--- src/rtl/mmcm_drp_reconfig_ctrl.sv ---
// rtl/mmcm_drp_reconfig_ctrl.sv - DRP read-modify-write reconfiguration sequencer for one MMCM
module mmcm_drp_reconfig_ctrl #(
    parameter int RST_HOLD     = 8,
    parameter int DRDY_TIMEOUT = 64,
    parameter int LOCK_TIMEOUT = 65536
) (
    input  logic        i_sys_clk,
    input  logic        i_glb_reset,
    input  logic        i_req_valid,
    output logic        o_req_ready,
    input  logic [6:0]  i_req_addr,
    input  logic [15:0] i_req_data,
    input  logic [15:0] i_req_mask,
    input  logic        i_req_last,
    output logic        o_drp_den,
    output logic        o_drp_dwe,
    output logic [6:0]  o_drp_daddr,
    output logic [15:0] o_drp_di,
    input  logic [15:0] i_drp_do,
    input  logic        i_drp_drdy,
    output logic        o_mmcm_rst,
    input  logic        i_mmcm_locked,
    output logic        o_busy,
    output logic        o_core_rst_req,
    output logic        o_done,
    output logic        o_err,
    output logic [1:0]  o_err_code
);

    localparam int MAX_A       = (RST_HOLD > DRDY_TIMEOUT) ? RST_HOLD : DRDY_TIMEOUT;
    localparam int MAX_CNT     = (MAX_A > LOCK_TIMEOUT) ? MAX_A : LOCK_TIMEOUT;
    localparam int CNT_W       = $clog2(MAX_CNT + 1);
    // LOCKED may still be high from before the release; skip this many cycles.
    localparam int LOCK_IGNORE = 4;

    typedef enum logic [3:0] {
        IDLE, HOLD_RST, WAIT_ITEM, RD, RD_WAIT, WR, WR_WAIT,
        RELEASE, WAIT_LOCK, DONE, ERROR
    } state_t;

    state_t             state_q, state_d;
    logic [CNT_W-1:0]   cnt_q, cnt_d;
    logic [6:0]         addr_q, addr_d;
    logic [15:0]        data_q, data_d;
    logic [15:0]        mask_q, mask_d;
    logic               last_q, last_d;
    logic [15:0]        di_q, di_d;
    logic [1:0]         err_code_q, err_code_d;
    logic               req_ready_q, req_ready_d;
    logic               den_q, den_d;
    logic               dwe_q, dwe_d;
    logic               mmcm_rst_q, mmcm_rst_d;
    logic               busy_q, busy_d;
    logic               core_rst_q, core_rst_d;
    logic               done_q, done_d;
    logic               err_q, err_d;
    logic               lock_meta_q, lock_sync_q;
    logic               accept;

    assign accept = i_req_valid & req_ready_q;

    always_comb begin
        state_d    = state_q;
        cnt_d      = cnt_q;
        addr_d     = addr_q;
        data_d     = data_q;
        mask_d     = mask_q;
        last_d     = last_q;
        di_d       = di_q;
        err_code_d = err_code_q;

        case (state_q)
            IDLE: begin
                if (accept) begin
                    addr_d     = i_req_addr;
                    data_d     = i_req_data;
                    mask_d     = i_req_mask;
                    last_d     = i_req_last;
                    err_code_d = 2'b00;
                    cnt_d      = '0;
                    state_d    = HOLD_RST;
                end
            end
            HOLD_RST: begin
                if (cnt_q == CNT_W'(RST_HOLD - 1)) state_d = RD;
                else                               cnt_d   = cnt_q + CNT_W'(1);
            end
            WAIT_ITEM: begin
                if (accept) begin
                    addr_d  = i_req_addr;
                    data_d  = i_req_data;
                    mask_d  = i_req_mask;
                    last_d  = i_req_last;
                    state_d = RD;
                end
            end
            // cnt counts cycles since den: den cycle leaves it at 1.
            RD: begin
                cnt_d   = CNT_W'(1);
                state_d = RD_WAIT;
            end
            RD_WAIT: begin
                if (i_drp_drdy) begin
                    di_d    = (i_drp_do & mask_q) | (data_q & ~mask_q);
                    state_d = WR;
                end else if (cnt_q == CNT_W'(DRDY_TIMEOUT - 1)) begin
                    err_code_d = 2'b01;
                    state_d    = ERROR;
                end else begin
                    cnt_d = cnt_q + CNT_W'(1);
                end
            end
            WR: begin
                cnt_d   = CNT_W'(1);
                state_d = WR_WAIT;
            end
            WR_WAIT: begin
                if (i_drp_drdy) begin
                    state_d = last_q ? RELEASE : WAIT_ITEM;
                end else if (cnt_q == CNT_W'(DRDY_TIMEOUT - 1)) begin
                    err_code_d = 2'b01;
                    state_d    = ERROR;
                end else begin
                    cnt_d = cnt_q + CNT_W'(1);
                end
            end
            RELEASE: begin
                cnt_d   = CNT_W'(1);
                state_d = WAIT_LOCK;
            end
            WAIT_LOCK: begin
                if (lock_sync_q && (cnt_q > CNT_W'(LOCK_IGNORE))) begin
                    state_d = DONE;
                end else if (cnt_q == CNT_W'(LOCK_TIMEOUT - 1)) begin
                    err_code_d = 2'b10;
                    state_d    = ERROR;
                end else begin
                    cnt_d = cnt_q + CNT_W'(1);
                end
            end
            DONE:    state_d = IDLE;
            ERROR:   state_d = IDLE;
            default: state_d = IDLE;
        endcase

        // Outputs are decoded from the next state so they line up with state_q.
        req_ready_d = (state_d == IDLE) || (state_d == WAIT_ITEM);
        den_d       = (state_d == RD) || (state_d == WR);
        dwe_d       = (state_d == WR);
        mmcm_rst_d  = state_d inside {HOLD_RST, WAIT_ITEM, RD, RD_WAIT, WR, WR_WAIT};
        busy_d      = state_d inside {HOLD_RST, WAIT_ITEM, RD, RD_WAIT, WR, WR_WAIT,
                                      RELEASE, WAIT_LOCK};
        core_rst_d  = busy_d;
        done_d      = (state_d == DONE);
        err_d       = (state_d == ERROR);
    end

    always_ff @(posedge i_sys_clk) begin
        if (i_glb_reset) begin
            state_q     <= IDLE;
            cnt_q       <= '0;
            addr_q      <= '0;
            data_q      <= '0;
            mask_q      <= '0;
            last_q      <= 1'b0;
            di_q        <= '0;
            err_code_q  <= 2'b00;
            req_ready_q <= 1'b0;
            den_q       <= 1'b0;
            dwe_q       <= 1'b0;
            mmcm_rst_q  <= 1'b0;
            busy_q      <= 1'b0;
            core_rst_q  <= 1'b0;
            done_q      <= 1'b0;
            err_q       <= 1'b0;
            lock_meta_q <= 1'b0;
            lock_sync_q <= 1'b0;
        end else begin
            state_q     <= state_d;
            cnt_q       <= cnt_d;
            addr_q      <= addr_d;
            data_q      <= data_d;
            mask_q      <= mask_d;
            last_q      <= last_d;
            di_q        <= di_d;
            err_code_q  <= err_code_d;
            req_ready_q <= req_ready_d;
            den_q       <= den_d;
            dwe_q       <= dwe_d;
            mmcm_rst_q  <= mmcm_rst_d;
            busy_q      <= busy_d;
            core_rst_q  <= core_rst_d;
            done_q      <= done_d;
            err_q       <= err_d;
            lock_meta_q <= i_mmcm_locked;
            lock_sync_q <= lock_meta_q;
        end
    end

    assign o_req_ready    = req_ready_q;
    assign o_drp_den      = den_q;
    assign o_drp_dwe      = dwe_q;
    assign o_drp_daddr    = addr_q;
    assign o_drp_di       = di_q;
    assign o_mmcm_rst     = mmcm_rst_q;
    assign o_busy         = busy_q;
    assign o_core_rst_req = core_rst_q;
    assign o_done         = done_q;
    assign o_err          = err_q;
    assign o_err_code     = err_code_q;

endmodule

--- config.mk ---
export PLATFORM = sky130hd
export DESIGN_NAME = mmcm_drp_reconfig_ctrl
export DESIGN_NICKNAME = d
export VERILOG_FILES = /design/src/rtl/mmcm_drp_reconfig_ctrl.sv
export SDC_FILE = /design/constraint.sdc
export NUM_CORES = 1
export LEC_CHECK = 0
export CORE_ASPECT_RATIO = 0.75
export CORE_MARGIN = 2
export CORE_UTILIZATION = 46
export CTS_BUF_LIST = sky130_fd_sc_hd__clkbuf_8
export DETAILED_ROUTE_END_ITERATION = 8
export PLACE_DENSITY_LB_ADDON = 0.25
export SYNTH_ARGS = -nofsm -noshare
export SYNTH_HDL_FRONTEND = slang
export SYNTH_SLANG_ARGS = --single-unit
--- constraint.sdc ---
create_clock -name i_sys_clk -period 2.5 [get_ports i_sys_clk]
set_input_delay 0.75 -clock i_sys_clk [delete_from_list [all_inputs] [get_ports i_sys_clk]]
set_output_delay 0.75 -clock i_sys_clk [all_outputs]
set_load 0.02 [all_outputs]
==> Word level (Yosys, flattened, before mapping) <==
Index checks and enable logic that the tools add are counted.
{ "word_totals": {"word_cells": 92, "out_inout_bits": 33, "input_bits": 61, "reg_bits": 88} }
{ "classes": {"addsub": 1, "n_lt_le_gt_ge": 1, "mux": 23, "bitwise": 5, "eq_ne": 29, "reduce_logical": 16} }
{ "op_table": {"columns": ["op", "count"], "rows": [
  ["$mux W17", 6],
  ["$pmux W17 S5", 1],
  ["$pmux W4 S9", 1],
  ["$and A16 B16 Y16", 2],
  ["$eq A4 B3 Y1 const B", 8],
  ["$mux W4", 8],
  ["$add A17 B1 Y17 const B", 1],
  ["$eq A17 B16 Y1 const B", 1],
  ["$eq A17 B3 Y1 const B", 1],
  ["$eq A17 B6 Y1 const B", 1],
  ["$gt A17 B3 Y1 const B", 1],
  ["$eq A4 B2 Y1 const B", 4],
  ["$eq A4 B4 Y1 const B", 4],
  ["$not A16 Y16", 1],
  ["$or A16 B16 Y16", 1],
  ["$ne A2 B2 Y1 const B", 7],
  ["$mux W2", 5],
  ["$eq A4 B1 Y1 const B", 2],
  ["$logic_not A4 Y1", 2],
  ["$reduce_bool A8 Y1", 1],
  ["$reduce_and A7 Y1", 1],
  ["$pmux W2 S3", 1],
  ["$reduce_and A6 Y1", 1],
  ["$reduce_bool A6 Y1", 1],
  ["other kinds (10)", 13]
]} }

==> Depth between registers and ports, before layout <==
Gate-level depths: netlist of run 1.
{ "depth": {"word_depth": 6, "depth_mapped": 10, "ltp_nobuf": 10} }

==> Worst setup path after synthesis of run 1 <==
No wires, ideal clock.
{ "synth_path": {"kind": "in2reg", "startpoint": "input port i_drp_drdy", "endpoint": "register cnt_q[15]", "setup_slack_ns": 0.034, "path_buffers": 0, "required_time_ns": 2.430, "stages": 6, "setup_time_ns": 0.070, "arrival_time_ns": 2.395, "cell_sequence": "and2_1 a211oi_1 o32ai_1 or3_1 or4_1 a21oi_1"} }
{ "synth_via": {"elab_chain_cells": 2} }
{ "synth_lines": {"columns": ["item", "line", "rtl"], "rows": [
  ["start: declaration", "20", "input logic i_drp_drdy,"],
  ["$ne A2 B2 Y1 (no source line)", null, null],
  ["$reduce_and A7 Y1 (no source line)", null, null],
  ["end signal: assignment", "180", "cnt_q <= cnt_d;"],
  ["end: declaration", "42", "logic [CNT_W-1:0] cnt_q, cnt_d;"]
]} }
Every way passes these cells.
A chain may end at the register's enable or synchronous reset.

==> Final worst setup path of run 1 <==
{ "layout_path": {"startpoint": "register cnt_q[0]", "endpoint": "register cnt_q[4]"} }
{ "layout_via": {"elab_chain_cells": 4, "elab_cells_between_ends": 17, "cone_classes": "add/sub (1); order compare (1); eq/ne (7); mux (6); reduce/logical (2)"} }
{ "layout_lines": {"columns": ["item", "line", "rtl"], "rows": [
  ["$add A17 B1 Y17 or $gt A17 B3 Y1 (tied branches)", null, null],
  ["$mux W17 (tied with other cells)", "134", "end else if (cnt_q == CNT_W'(LOCK_TIMEOUT - 1)) begin"],
  ["$mux W17 (tied with other cells)", "132", "if (lock_sync_q && (cnt_q > CNT_W'(LOCK_IGNORE))) begin"],
  ["$pmux W17 S5 or $reduce_and A7 Y1 (tied branches)", null, null]
]} }
Parallel ways exist; a longest one is shown, timed or not. The select of a mux whose other input is x is not followed.

==> out/metrics.csv, run 1 <==
stage;metric;value;unit
sta;Fmax;0.418;GHz
detailed_routing;TritonRoute pass-1 iters;5;
clock_network;cts bufs inserted;9;
synth;Synth area leaders;dfxtp_1 (46%), nand2_1 (9.1%), a21oi_1 (7.5%), mux2i_1 (4.4%), nor2_1 (4.2%);
global_route;M2 GR Usage;35.5;%
sta;setup tns final;0;ns
global_route;largest net degree at the start of global routing;41;
clock_network;H-Tree Depth;3;
detailed_routing;wire length per cell;14.7;um
global_route;routing usage on met3;7.69;%
sta;final worst-path cycle share;95.7;%
detailed_routing;via count;3733;
layout;share of post-route cells with drive strength above 1;12.7;%
clock_network;clock sinks;88;
synth;main combinational cell family by area after synthesis;simple AND/OR/NAND/NOR gates;
setup_path;CP Launch Point;cnt_q[0];
synth;synth warn;0;
layout;Final Util;67.3;%
clock_network;insertion delay to the later sink of the worst-skew pair;0.36;ns
sta;endpoints failing setup;0;
setup_path;kind of critical path;reg2reg;
floorplanning;Core Region;7990;um^2
synth;register area share after synthesis;45.8;%
synth;syn avg cell area;8.12;um^2
layout;Area Overhead vs Synth;39.7;%
sta;Final Hold Fails;0;
detailed_routing;initial DRC count;165;
synth;Post-Synth Adder-Cell Area;0.976;%
floorplanning;row count;28;
synth;Synth top area share;45.8;%
synth;Synth async-reset ratio;0;%
layout;nets@finish;651;
detailed_routing;DRT Wirelength;10.3;mm
synth;ys flop type;dfxtp_1;
setup_path;CP arrival;2.67;ns
clock_network;Reg clk slew, reported paths;0.09;ns
placement;Buffers on Ports;93;
setup_path;worst r2r src;cnt_q[0];
setup_path;Worst EP required;2.78;ns
sta;final slew viol count;0;
setup_path;CP endpoint kind;flip-flop;
layout;ant diodes;0;
floorplanning;Ports;94;
placement;hpwl dp;7.41;mm
placement;placed cells;679;
global_route;Global Route Usage Sum;23.3;%
hold_path;HP Class;reg2reg;
synth;Post-Synth Simple-Gate Area;24.6;%
power;PD cells;543;nW/um^2
sta;Setup Skew;0.00671;ns
floorplanning;Starting Density;48.2;%
floorplanning;Die W;110;um
synth;mux contribution to synthesized area;4.42;%
global_route;vias in the first global route;3616;
clock_network;buffer levels on the longest clock path;2;
synth;Yosys top cell by area;dfxtp_1;
global_route;GR Layer Usage met1;32.0;%
detailed_routing;DRC;0;
sta;Hold WS;0.454;ns
synth;Post-Syn Area;3850;um^2
synth;syn_nets;538;
layout;Layout Cells excl Fill;697;
setup_path;r2r setup slk;0.11;ns
floorplanning;Die H;83.2;um
synth;Netlist cell types;51;
global_route;antenna violations before repair;0;
sta;RSZ-0062 raised after global routing;false;
global_route;global-route wire length before repair;16.9;mm
power;Leak;1.89;nW
clock_network;CTS tree;built;
setup_path;Worst setup SP type;flip-flop;
synth;Syn Inst Count;474;
detailed_routing;Vias/cell;5.36;
run_status;status;complete, no violations;
floorplanning;die footprint;9120;um^2
clock_network;CTS root buf;clkbuf_8;
placement;final weighted congestion in routability-driven placement;0.914;
detailed_routing;post-route ant nets;0;
global_route;global route total overflow;0;
run;maxcap violations;0;
sta;crit path time final;2.39;ns
synth;Synth Area in Compound Gates;18.2;%
power;worst vdd ir;0.327;mV
sta;Slew @ Worst Pin;0.599;ns
synth;#FFs+latches synth;88;
global_route;GR peak layer;met2;
synth;Post-Synth XOR/XNOR Area;1.59;%
sta;slew margin rel.;59.7;%
setup_path;CP max FO;6;
hold_path;Hold Crit Start;lock_meta_q;
synth;Post-synth EDFFs;0;
power;overall power;2.92;mW
cells by family (layout without fill, tap and decap cells):
logic type | count (synthesis) | in the layout
flops | 88 | 88
compound gates | 116 | 116
fa+ha+maj | 3 | 3
buf+inv | 41 | 159
xor+xnor | 7 | 7
simple gates | 202 | 202
mux | 17 | 17
worst max-delay path: stages (launching register included):
cell and delay, ns:
dfxtp_1 0.35, ha_2 0.20, and3_4 0.20, nand3_1 0.12
nor3_2 0.18, ha_2 0.23, o22ai_4 0.09, o32ai_2 0.15
buf_4 0.17, nor3_2 0.03, buf_4 0.16, a21o_4 0.23
nor3_1 0.19
synthesized netlist by cell type (all sizes together), types with 3 or more instances:
library cell	instances
a21o	3
nand2	93
dfxtp	88
nor2	43
ha	3
a21oi	58
xnor2	6
buf	5
nand3	8
nand4	3
nor3	10
mux2i	17
and3	10
nor2b	3
inv	12
o21ai	18
clkbuf	24
nor3b	3
nand3b	4
or3	4
nor4	10
a211oi	18
through the flow:
step                setup slack, ns  instance area, um^2
global route                0.00184                 5370
detailed placement           -0.403                 5080
floorplan                    0.0343                 3850
CTS                         0.00532                 5320
finish                        0.108                 5370
global placement             -0.322                 5080
area by class of cell:
type                       count  area [um^2]
fill                         723         2610
multi-input combinational    345         1970
sequential                    88         1770
timing repair buffer         131         1240
tap                          105          131
clock buffer                   9          124
clock inverter                 7         96.3
inverter                      12         45.0
layer usage:
layer  part of all wire (%)  routed length (um)
met1                     44                4560
met2                     45                4640
met3                    9.3                 954
met4                   0.97                  99
met5                      0                   0
sequential cells by signal, summed over array words and instances (netlist names):
name	cells
lock_meta_q	1
o_drp_den	1
o_mmcm_rst	1
cnt_q	17
o_drp_daddr	7
o_req_ready	1
o_done	1
o_drp_dwe	1
lock_sync_q	1
o_err_code	2
data_q	16
o_drp_di	16
state_q	4
o_core_rst_req	1
last_q	1
o_err	1
mask_q	16
repair_timing:
item                                    CTS  global route
hold buffers                              0             0
buffers inserted                          1             1
pin swaps                                 1             9
gates resized for setup                   1            13
endpoints found under the setup margin    2            16
report_power, final:
group	internal (mW)	switching, mW	total (mW)
clock	0.564	0.512	1.08
sequential	1.44	0.0229	1.46
combinational	0.202	0.177	0.378
total	2.21	0.712	2.92
cells in the final DEF, fill, tap and decap left out, types with 3 or more instances in the layout:
| cell | netlist | routed |
|---|---|---|
| buf_4 | 1 | 36 |
| a21oi_1 | 58 | 58 |
| a211oi_1 | 18 | 17 |
| inv_1 | 12 | 12 |
| clkinv_4 | 0 | 3 |
| or3_1 | 4 | 4 |
| and3_1 | 10 | 9 |
| mux2i_1 | 17 | 17 |
| nand3_1 | 8 | 8 |
| nand3b_1 | 4 | 4 |
| nor3_1 | 9 | 8 |
| nand4_1 | 3 | 3 |
| clkbuf_8 | 0 | 9 |
| nor3b_1 | 3 | 3 |
| xnor2_1 | 6 | 6 |
| dfxtp_1 | 88 | 85 |
| o21ai_0 | 18 | 18 |
| nor4_1 | 8 | 8 |
| clkdlybuf4s50_1 | 0 | 91 |
| nand2_1 | 93 | 93 |
| nor2_1 | 43 | 43 |
path summary, 6_finish.rpt:
kind / endpoint / cells after the start
worst max-delay path: cnt_q[4] / 12
worst min-delay path: lock_sync_q / 1
worst max register to register: cnt_q[4] / 12
worst min register to register: lock_sync_q / 1
Power figures use the tool's default switching activity.
==> run 2, diff against run 1 <==
Settings changed: CELL_PAD_IN_SITES_DETAIL_PLACEMENT set to 0, CELL_PAD_IN_SITES_GLOBAL_PLACEMENT set to 1, CORE_UTILIZATION 46 to 32, CTS_BUF_LIST sky130_fd_sc_hd__clkbuf_8 to unset.
==> out/metrics.csv, run 2 (synthesis gave the netlist of run 1 again) <==
stage;metric;value;unit;change
power;PD cells;596;nW/um^2;+9.8%
layout;fin area;5650;um^2;+5.1%
detailed_routing;DRT Wirelength;11.0;mm;+7.3%
global_route;antenna violations before repair;0;;unchanged
detailed_routing;post-route ant nets;0;;unchanged
layout;nets@finish;653;;+0.31%
clock_network;CTS root buf;clkbuf_16;;
detailed_routing;wire length per cell;14.6;um;-1.0%
run_status;status;complete, no violations;;
layout;Layout Cells excl Fill;756;;+8.5%
layout;commonest non-fill, non-tap cells in the layout;nand2_1 (92), clkdlybuf4s50_1 (92), dfxtp_1 (84);;
layout;register area;1770;um^2;about the same
clock_network;Post-CTS Hold Buffers;0;;unchanged
setup_path;crit-path max cell delay;0.52;ns;+0.17 ns
setup_path;CP endpoint kind;flip-flop;;
global_route;global route total overflow;0;;unchanged
power;Sw Ratio;23.8;%;-0.64 points
sta;slew margin rel.;65.4;%;+5.7 points
setup_path;crit-path cells;clkdlybuf4s50_1, and2_4, a211oi_4, o32ai_2, or3_1, or4_4, a21oi_2;;
setup_path;kind of cell adding the most delay to the critical path;simple AND/OR/NAND/NOR gates;;
placement;placed cells;738;;+8.7%
power;Clk pwr share;45.0;%;+8.1 points
detailed_routing;Vias/cell;4.93;;-7.9%
global_route;Global Route Usage Sum;17.3;%;-6.0 points
sta;Final Hold Fails;0;;unchanged
detailed_routing;initial DRC count;281;;+70%
layout;ant diodes;0;;unchanged
floorplanning;row count;34;;+21%
clock_network;cts bufs inserted;9;;unchanged
floorplanning;Starting Density;33.0;%;-15 points
floorplanning;Die H;99.0;um;+19%
setup_path;Buffers & Inverters on Critical Path;1;;-1
sta;final worst-path setup slack;0.0285;ns;-0.0794 ns
setup_path;Worst EP required;2.78;ns;about the same
placement;dpl ws;-0.463;ns;-0.0603 ns
detailed_routing;via count;3729;;-0.11%
setup_path;slowest CP cell;or4_4;;
layout;multi-input logic area;2030;um^2;+2.9%
sta;RSZ-0062 raised after global routing;true;;
placement;final weighted congestion in routability-driven placement;0.847;;-7.3%
setup_path;worst r2r src;cnt_q[7];;
run;maxcap violations;0;;unchanged
clock_network;Reg clk slew, reported paths;0.07;ns;-0.02 ns
detailed_routing;DR WL met2;4.76;mm;+2.4%
power;overall power;3.37;mW;+15%
sta;final slew viol count;0;;unchanged
setup_path;Worst setup SP type;primary input;;
sta;Setup Skew;0.00839;ns;+0.00168 ns
setup_path;capturing point of the worst reg2reg path;cnt_q[4];;
placement;Buffers on Ports;93;;unchanged
setup_path;kind of critical path;in2reg;;
floorplanning;Core Region;11700;um^2;+46%
floorplanning;Ports;94;;unchanged
clock_network;clock sinks;88;;unchanged
sta;final worst-path cycle share;98.9;%;+3.2 points
hold_path;HP Class;reg2reg;;
power;Combinational Power Share;11.4;%;-1.6 points
sta;Hold WS;0.453;ns;-0.00104 ns
sta;Fmax;0.405;GHz;-3.2%
layout;Fillers;1112;;+54%
clock_network;insertion delay to the later sink of the worst-skew pair;0.34;ns;-0.02 ns
layout;Final Util;48.4;%;-19 points
layout;share of post-route cells with drive strength above 1;14.6;%;+2.0 points
global_route;vias in the first global route;3652;;+1.0%
floorplanning;die footprint;12900;um^2;+42%
setup_path;worst reg-to-reg path cell count;12;;unchanged
power;Pint;2.57;mW;+16%
global_route;global-route wire length before repair;17.7;mm;+4.8%
detailed_routing;DRC;0;;unchanged
setup_path;CP Depth;7;;-5
setup_path;CP Launch Point;i_drp_drdy;;
power;sw power;0.799;mW;+12%
power;worst vdd ir;0.437;mV;+34%
setup_path;r2r setup slk;0.04;ns;-0.07 ns
sta;crit path time final;2.47;ns;+0.0794 ns
detailed_routing;met1 wire length;5.25;mm;+15%
sta;setup tns final;0;ns;unchanged
detailed_routing;TritonRoute pass-1 iters;6;;+1
layout;Area Overhead vs Synth;46.8;%;
clock_network;buffer levels on the longest clock path;2;;unchanged
floorplanning;Die W;131;um;+19%
setup_path;CP max FO;4;;-2
detailed_routing;top sig layer;met4;;
layout;Biggest register;cnt_q;;
setup_path;CP arrival;2.75;ns;+0.08 ns
power;sequential power share;43.5;%;-6.6 points
sta;Slew @ Worst Pin;0.519;ns;-0.0801 ns
detailed_routing;DR WL met3;846;um;-11%
clock_network;CTS tree;built;;
sta;endpoints failing setup;0;;unchanged
setup_path;CP endpoint;cnt_q[15];;
layout;max FFs per register;17;;unchanged
clock_network;H-Tree Depth;3;;unchanged
power;Leak;1.98;nW;+4.8%
placement;hpwl dp;7.74;mm;+4.5%
placement;placed instance area;5190;um^2;+2.0%
global_route;largest net degree at the start of global routing;41;;unchanged
## run 2: layout make-up
cell class	instances	area share [%]
sequential	88	31.3
multi-input combinational	345	35.9
clock buffer	10	4.23
timing repair buffer	133	22.4
inverter	12	0.798
tap	162	3.59
clock inverter	6	1.73
## run 2: power by group through the flow
stage | clock (mW) | sequential (mW) | combinational, mW
floorplan | 0 | 1.51 | 0.163
global placement | 0 | 1.50 | 0.370
detailed placement | 0 | 1.50 | 0.373
CTS | 1.56 | 1.47 | 0.375
global route | 1.61 | 1.47 | 0.421
finish | 1.52 | 1.47 | 0.384
## run 2: worst reg2reg max path, cell delays in order, from the launching register on
cell	delay [ns]
dfxtp_2	0.39
nand4_1	0.15
nor2_2	0.14
nand2_1	0.10
nor3_2	0.23
ha_2	0.27
o22ai_4	0.09
o32ai_2	0.14
buf_4	0.17
nor3_2	0.06
buf_4	0.16
a21o_1	0.24
nor3_2	0.24
## run 2: layer usage
metal  vias to the layer above  GRT usage (%)
met5                         -              0
met4                         0           5.16
met3                        12           5.75
met2                       123           26.3
met1                      1704           23.2
li1                       1890              -
## run 2: how the worst min path moves through the flow
stage | startpoint | to | slack, ns | cells after the start
final | lock_meta_q | lock_sync_q | 0.45 | 1
after global routing | lock_meta_q | lock_sync_q | 0.46 | 1
after detailed placement | data_q[12] | data_q[12] | 0.45 | 2
after global placement | lock_meta_q | lock_sync_q | 0.43 | 1
after floorplan | lock_meta_q | lock_sync_q | 0.41 | 1
after CTS | lock_meta_q | lock_sync_q | 0.46 | 1
## run 2: repair_timing
action / 4_1_cts / 5_1_grt
pin swaps: 1 / 8
endpoints found under the hold margin: 0 / 0
buffers inserted: 0 / 2
setup endpoints to repair: 7 / 20
resized for setup: 3 / 22
